[src/rtl/instr_exec.sv]
// Execute stage: accepts one decoded instruction from fetch, optionally reads a
// RAM operand, runs the 8-bit ALU, writes back registers/RAM, and returns the next PC.
module instr_exec #(
    parameter logic [15:0] RESET_PC = 16'h0100
) (
    input  logic        clk,
    input  logic        rst,
    input  logic        instr_valid,
    output logic        ie_ready,
    input  logic [7:0]  new_op,
    input  logic [3:0]  alu_op,
    input  logic        imm_mode,
    input  logic        mem_load_flag,
    input  logic [1:0]  reg_load_flag,
    input  logic [2:0]  store_flag,
    input  logic [15:0] if_addr_to_ie,
    input  logic [15:0] pc_to_ie,
    output logic [15:0] pc_from_ie,
    output logic [7:0]  acc_reg,
    output logic [7:0]  x_reg,
    output logic [7:0]  y_reg,
    output logic [3:0]  flags,
    input  logic        accessing_mem,
    output logic [15:0] ie_mem_addr,
    output logic [7:0]  ie_mem_wdata,
    output logic        ie_mem_we,
    input  logic [7:0]  ie_mem_rdata
);

    typedef enum logic [2:0] {
        S_PRIME, S_WAIT_DROP, S_IDLE, S_RD_ADDR, S_RD_WAIT, S_EXEC, S_WR, S_DONE
    } state_t;

    state_t      state_q, state_d;
    logic        ready_q, ready_d;
    logic [15:0] pc_q, pc_d;
    logic [7:0]  acc_q, acc_d, x_q, x_d, y_q, y_d;
    logic [3:0]  flags_q, flags_d;
    logic [15:0] addr_q, addr_d;
    logic [7:0]  wdata_q, wdata_d;
    logic [7:0]  op_q, op_d;
    logic [3:0]  alu_op_q, alu_op_d;
    logic        imm_q, imm_d, mem_q, mem_d;
    logic [1:0]  dst_q, dst_d;
    logic [2:0]  st_q, st_d;
    logic [15:0] pcin_q, pcin_d;
    logic [7:0]  opnd_q, opnd_d;

    logic [7:0]  opa_s, opb_s, res_s;
    logic [8:0]  sum_s;
    logic        c_s, v_s;
    logic [3:0]  flags_alu_s;
    logic        pure_store_s, is_store_s;

    // Operand selection from the latched instruction fields.
    always_comb begin
        case (dst_q)
            2'd2:    opa_s = x_q;
            2'd3:    opa_s = y_q;
            default: opa_s = acc_q;
        endcase
        if (mem_q) begin
            opb_s = opnd_q;
        end else if (imm_q) begin
            opb_s = addr_q[7:0];
        end else begin
            opb_s = 8'h00;
        end
    end

    // 8-bit ALU; subtraction is done as A + ~B + carry so carry-out means "no borrow".
    always_comb begin
        sum_s = 9'd0;
        res_s = opb_s;
        c_s   = flags_q[0];
        v_s   = flags_q[2];
        case (alu_op_q)
            4'd1: begin
                sum_s = {1'b0, opa_s} + {1'b0, opb_s} + {8'd0, flags_q[0]};
                res_s = sum_s[7:0];
                c_s   = sum_s[8];
                v_s   = (opa_s[7] == opb_s[7]) && (res_s[7] != opa_s[7]);
            end
            4'd2: begin
                sum_s = {1'b0, opa_s} + {1'b0, ~opb_s} + {8'd0, flags_q[0]};
                res_s = sum_s[7:0];
                c_s   = sum_s[8];
                v_s   = (opa_s[7] != opb_s[7]) && (res_s[7] != opa_s[7]);
            end
            4'd3:  res_s = opa_s & opb_s;
            4'd4:  res_s = opa_s | opb_s;
            4'd5:  res_s = opa_s ^ opb_s;
            4'd6:  res_s = opb_s + 8'd1;
            4'd7:  res_s = opb_s - 8'd1;
            4'd8: begin
                res_s = {opb_s[6:0], 1'b0};
                c_s   = opb_s[7];
            end
            4'd9: begin
                res_s = {1'b0, opb_s[7:1]};
                c_s   = opb_s[0];
            end
            4'd10: begin
                sum_s = {1'b0, opa_s} + {1'b0, ~opb_s} + 9'd1;
                res_s = sum_s[7:0];
                c_s   = sum_s[8];
            end
            default: res_s = opb_s;
        endcase
        flags_alu_s = {res_s[7], v_s, (res_s == 8'h00), c_s};
    end

    assign pure_store_s = (alu_op_q == 4'd0) && (st_q != 3'd0) && (st_q <= 3'd3);
    assign is_store_s   = (st_q != 3'd0) && (st_q <= 3'd4);

    // Next-state and datapath updates for the execute sequence.
    always_comb begin
        state_d  = state_q;
        ready_d  = 1'b0;
        pc_d     = pc_q;
        acc_d    = acc_q;
        x_d      = x_q;
        y_d      = y_q;
        flags_d  = flags_q;
        addr_d   = addr_q;
        wdata_d  = wdata_q;
        op_d     = op_q;
        alu_op_d = alu_op_q;
        imm_d    = imm_q;
        mem_d    = mem_q;
        dst_d    = dst_q;
        st_d     = st_q;
        pcin_d   = pcin_q;
        opnd_d   = opnd_q;
        case (state_q)
            S_PRIME: begin
                ready_d = 1'b1;
                state_d = S_WAIT_DROP;
            end
            S_WAIT_DROP: begin
                if (!instr_valid) begin
                    state_d = S_IDLE;
                end else begin
                    state_d = S_WAIT_DROP;
                end
            end
            S_IDLE: begin
                if (instr_valid) begin
                    op_d     = new_op;
                    alu_op_d = alu_op;
                    imm_d    = imm_mode;
                    mem_d    = mem_load_flag;
                    dst_d    = reg_load_flag;
                    st_d     = store_flag;
                    addr_d   = if_addr_to_ie;
                    pcin_d   = pc_to_ie;
                    state_d  = mem_load_flag ? S_RD_ADDR : S_EXEC;
                end else begin
                    state_d = S_IDLE;
                end
            end
            S_RD_ADDR: begin
                if (!accessing_mem) begin
                    state_d = S_RD_WAIT;
                end else begin
                    state_d = S_RD_ADDR;
                end
            end
            S_RD_WAIT: begin
                opnd_d  = ie_mem_rdata;
                state_d = S_EXEC;
            end
            S_EXEC: begin
                if (alu_op_q != 4'd10) begin
                    case (dst_q)
                        2'd1:    acc_d = res_s;
                        2'd2:    x_d   = res_s;
                        2'd3:    y_d   = res_s;
                        default: acc_d = acc_q;
                    endcase
                end else begin
                    acc_d = acc_q;
                end
                if (!pure_store_s) begin
                    flags_d = flags_alu_s;
                end else begin
                    flags_d = flags_q;
                end
                // Store data reflects this instruction's own writeback.
                case (st_q)
                    3'd1:    wdata_d = acc_d;
                    3'd2:    wdata_d = x_d;
                    3'd3:    wdata_d = y_d;
                    3'd4:    wdata_d = res_s;
                    default: wdata_d = wdata_q;
                endcase
                state_d = is_store_s ? S_WR : S_DONE;
            end
            S_WR: begin
                if (!accessing_mem) begin
                    state_d = S_DONE;
                end else begin
                    state_d = S_WR;
                end
            end
            S_DONE: begin
                pc_d    = (st_q == 3'd5) ? addr_q : pcin_q;
                ready_d = 1'b1;
                state_d = S_WAIT_DROP;
            end
            default: state_d = S_PRIME;
        endcase
    end

    // State and datapath registers.
    always_ff @(posedge clk or negedge rst) begin
        if (!rst) begin
            state_q  <= S_PRIME;
            ready_q  <= 1'b0;
            pc_q     <= RESET_PC;
            acc_q    <= 8'h00;
            x_q      <= 8'h00;
            y_q      <= 8'h00;
            flags_q  <= 4'h0;
            addr_q   <= 16'h0000;
            wdata_q  <= 8'h00;
            op_q     <= 8'h00;
            alu_op_q <= 4'h0;
            imm_q    <= 1'b0;
            mem_q    <= 1'b0;
            dst_q    <= 2'd0;
            st_q     <= 3'd0;
            pcin_q   <= 16'h0000;
            opnd_q   <= 8'h00;
        end else begin
            state_q  <= state_d;
            ready_q  <= ready_d;
            pc_q     <= pc_d;
            acc_q    <= acc_d;
            x_q      <= x_d;
            y_q      <= y_d;
            flags_q  <= flags_d;
            addr_q   <= addr_d;
            wdata_q  <= wdata_d;
            op_q     <= op_d;
            alu_op_q <= alu_op_d;
            imm_q    <= imm_d;
            mem_q    <= mem_d;
            dst_q    <= dst_d;
            st_q     <= st_d;
            pcin_q   <= pcin_d;
            opnd_q   <= opnd_d;
        end
    end

    // The write strobe must drop in the same cycle fetch claims the RAM.
    assign ie_mem_we    = (state_q == S_WR) && !accessing_mem;
    assign ie_ready     = ready_q;
    assign pc_from_ie   = pc_q;
    assign acc_reg      = acc_q;
    assign x_reg        = x_q;
    assign y_reg        = y_q;
    assign flags        = flags_q;
    assign ie_mem_addr  = addr_q;
    assign ie_mem_wdata = wdata_q;

endmodule
[config.mk]
export PLATFORM = sky130hd
export DESIGN_NAME = instr_exec
export DESIGN_NICKNAME = d
export VERILOG_FILES = /design/src/rtl/instr_exec.sv
export SDC_FILE = /design/constraint.sdc
export NUM_CORES = 1
export LEC_CHECK = 0
export BUFFER_PORTS_ARGS = -buffer_cell sky130_fd_sc_hd__buf_2
export CORE_ASPECT_RATIO = 0.75
export CORE_UTILIZATION = 34
export DETAILED_ROUTE_END_ITERATION = 6
export PLACE_DENSITY = 0.61
export SETUP_SLACK_MARGIN = 0.4
export SLEW_MARGIN = 20
export SYNTH_ARGS = -nofsm -noshare
export SYNTH_HDL_FRONTEND = slang
export SYNTH_SLANG_ARGS = --single-unit
[constraint.sdc]
create_clock -name clk -period 7 [get_ports clk]
set_input_delay 1.4 -clock clk [delete_from_list [all_inputs] [get_ports clk]]
set_output_delay 1.4 -clock clk [all_outputs]
set_load 0.01 [all_outputs]
==> metrics.txt <==
count of nets left with antenna violations after detail routing 0; net count after synthesis 864; path category of the worst min-delay check register to register; most frequently used cell type in the post-synthesis netlist sky130_fd_sc_hd__dfrtp_1; most used flip-flop cell after synthesis sky130_fd_sc_hd__dfrtp_1; most frequent cells after synthesis sky130_fd_sc_hd__dfrtp_1 (106), sky130_fd_sc_hd__nand2_1 (98), sky130_fd_sc_hd__mux2_2 (64), sky130_fd_sc_hd__a21oi_1 (56), sky130_fd_sc_hd__nor2_1 (48); synth warn 0; total negative slack for setup checks 0 ns; Num CTS Buffers 9; number of resized instances in the post-cts repair step 0; Area contributors post-synth sky130_fd_sc_hd__dfrtp_1 (37%), sky130_fd_sc_hd__mux2_2 (10%), sky130_fd_sc_hd__ha_1 (6.1%); cells after synthesis 762; fill cell count 2,051; critical path cell sequence nor2b_1 > a22oi_1 > inv_1 > fa_1 > nor3_1 > nor3_2 > o311ai_1 > nor4_4 > a21oi_1 > o21ai_1 > a41oi_2 > nor4_1 > a22o_1; unrepaired setup endpoints after global routing false; Row Count 45; register clock-pin slew on the reported worst setup and hold paths 0.07 ns; Max-cap violations 0; pin count of the biggest net entering global routing 72; Clock Sinks 107; worst path arrival time 5.09 ns; library cell contributing the largest single delay on the critical path sky130_fd_sc_hd__a22oi_1; die area 0.0217 mm²; Crit path required time 7.25 ns; First DRT Iteration DRCs 460; area share of the largest cell type after synthesis 37.0%; share of synthesized flip-flops with an asynchronous set or reset 100%; number of enable-type register cells in the synthesized netlist 0; buffers and inverters on the worst path 1; Hold-fix buffers, CTS 0; final weighted congestion in routability-driven placement 0.891; register-to-register setup slack 2.16 ns; number of global-route vias before repair 5,943; global route total overflow 0; post-synth cell types 79; final clock period utilization by the worst path 69.1%; number of antenna violations at the first check in global routing 0; Std-Cell Core Area 0.0204 mm²; post-CTS repair timing setup buffer count 0; combined area of all synthesized cells 0.00718 mm²; highest clock rate 207 MHz; largest stage delay on the critical path 0.76 ns; start of the worst register-to-register path mem_q$_DFFE_PN0P_; die height 128 µm; wire length of the first global-routing pass 33.3 mm; Min-Delay Startpoint pc_from_ie[12]$_DFFE_PN0N_; Clock Latency Late Sink 0.36 ns; family with the most delay on the worst path compound AO/OA/AOI/OAI gates; biggest fanout along the worst timing path 14; Via-to-Cell Ratio 5.34; post-synthesis area per instance 9.42 µm²; run status finished, final reports clean; maximum count of clock buffers along a single path 2; Max Slew Vio Count 0; drt first pass iters 5; actual slew at the worst max-slew pin 0.919 ns; largest area contributor in the netlist sky130_fd_sc_hd__dfrtp_1; final WL 20.6 mm; clock root buffer master sky130_fd_sc_hd__clkbuf_16; Port Buffers 124; Clock H-tree levels 3; launch point of the worst path mem_q$_DFFE_PN0P_; half-perimeter wire length after detailed placement 15.7 mm; slew margin rel. 38.1%; total count of hold-check failures in the final report 0; starting density of the core 35.1%; layout cells sized above 1 26.2%; flop and latch count out of synthesis 107; final setup violation count 0; count of inserted antenna diode cells 0; Die Span X 170 µm; TritonCTS clock tree built; Critical Path Start Type register; Clock Skew 0.00476 ns; sequential area share after synthesis 37.3%; min cycle time layout 4.84 ns; Wirelength per Cell 17.9 µm; DRC Markers 0; DR vias 6,143; final net count 966; relative area change from synthesis to final layout 16.5%; critical setup path kind register to register; global-route usage over all layers 19.6%; capturing element type of the critical path register; I/O pins 133
[tightest hold or removal path: stages, from the launching register on]
cell and delay, ns:
sky130_fd_sc_hd__dfrtp_1 0.34, sky130_fd_sc_hd__nand2_1 0.04, sky130_fd_sc_hd__o21ai_0 0.06
[final timing paths]
path	depth (start not counted)	end
max reg2reg	13	flags[1]$_DFFE_PN0P_
min in group asynchronous	1	y_reg[7]$_DFFE_PN0P_
max in group asynchronous	2	opnd_q[6]$_DFFE_PN0P_
max	13	flags[1]$_DFFE_PN0P_
min reg2reg	2	pc_from_ie[12]$_DFFE_PN0N_
min	2	pc_from_ie[12]$_DFFE_PN0N_
[cell type report]
cell class | instances | area, µm² | area share [%]
clock inverter | 5 | 70.1 | 0.838
tap | 282 | 353 | 4.22
sequential | 107 | 2680 | 32.0
clock buffer | 11 | 253 | 3.02
inverter | 29 | 109 | 1.30
timing repair buffer | 132 | 683 | 8.17
multi-input combinational | 585 | 4220 | 50.4
[placed cells by master, fill, tap and decap left out, types with 5 or more instances in the layout]
master,Yosys,final
sky130_fd_sc_hd__xnor2_1,14,14
sky130_fd_sc_hd__a31oi_1,7,7
sky130_fd_sc_hd__mux2i_1,26,26
sky130_fd_sc_hd__a21o_1,9,9
sky130_fd_sc_hd__a221o_1,5,5
sky130_fd_sc_hd__nand2_1,98,98
sky130_fd_sc_hd__o21a_1,5,5
sky130_fd_sc_hd__nor2_1,48,47
sky130_fd_sc_hd__a311oi_1,5,5
sky130_fd_sc_hd__clkbuf_16,0,9
sky130_fd_sc_hd__nand2b_1,10,10
sky130_fd_sc_hd__nor3b_1,5,5
sky130_fd_sc_hd__dfrtp_1,106,106
sky130_fd_sc_hd__xor2_1,8,8
sky130_fd_sc_hd__nor2b_1,13,13
sky130_fd_sc_hd__ha_1,35,35
sky130_fd_sc_hd__nor3_1,19,19
sky130_fd_sc_hd__a21oi_1,56,56
sky130_fd_sc_hd__a211oi_1,7,7
sky130_fd_sc_hd__a22o_1,6,6
sky130_fd_sc_hd__a221oi_1,7,7
sky130_fd_sc_hd__and2_1,7,7
sky130_fd_sc_hd__o21bai_1,8,8
sky130_fd_sc_hd__buf_4,0,9
sky130_fd_sc_hd__nand3_1,8,7
sky130_fd_sc_hd__inv_1,27,27
sky130_fd_sc_hd__mux2_2,64,64
sky130_fd_sc_hd__buf_2,7,123
sky130_fd_sc_hd__o21ai_0,40,40
sky130_fd_sc_hd__a22oi_1,6,6
[metrics by stage]
| stage | utilization (%) | setup WS (ns) | instances | hold slack, ns | cell area [µm²] |
|---|---|---|---|---|---|
| 6_report | 40.9 | 2.16 | 1151 | 0.473 | 8360 |
| 4_1_cts | 40.9 | 2.22 | 1151 | 0.477 | 8360 |
| 3_3_place_gp | 39.3 | 2.28 | 1135 | 0.457 | 8040 |
| 5_1_grt | 40.9 | 1.69 | 1151 | 0.494 | 8360 |
| 3_5_place_dp | 39.3 | 2.24 | 1135 | 0.454 | 8040 |
| 2_1_floorplan | - | 3.08 | 762 | 0.480 | 7180 |
[logic make-up after synthesis]
| group | count (synthesis) | synth area share [%] |
|---|---|---|
| mux | 90 | 13.7 |
| buf+inv | 70 | 4.10 |
| xor+xnor | 24 | 3.14 |
| fa+ha+maj | 39 | 7.22 |
| flops | 107 | 37.3 |
| simple gates | 232 | 15.5 |
| compound gates | 200 | 19.1 |
[routing by layer]
metal  track usage [%]  routed length, µm
met4              4.77                305
met2              28.6               8890
met3              4.75               1300
met5                 0                  0
met1              28.9              10100
Power is left out: the tool's default activity adds up to more than one toggle a clock period on the data nets, which glitch-free logic cannot reach.
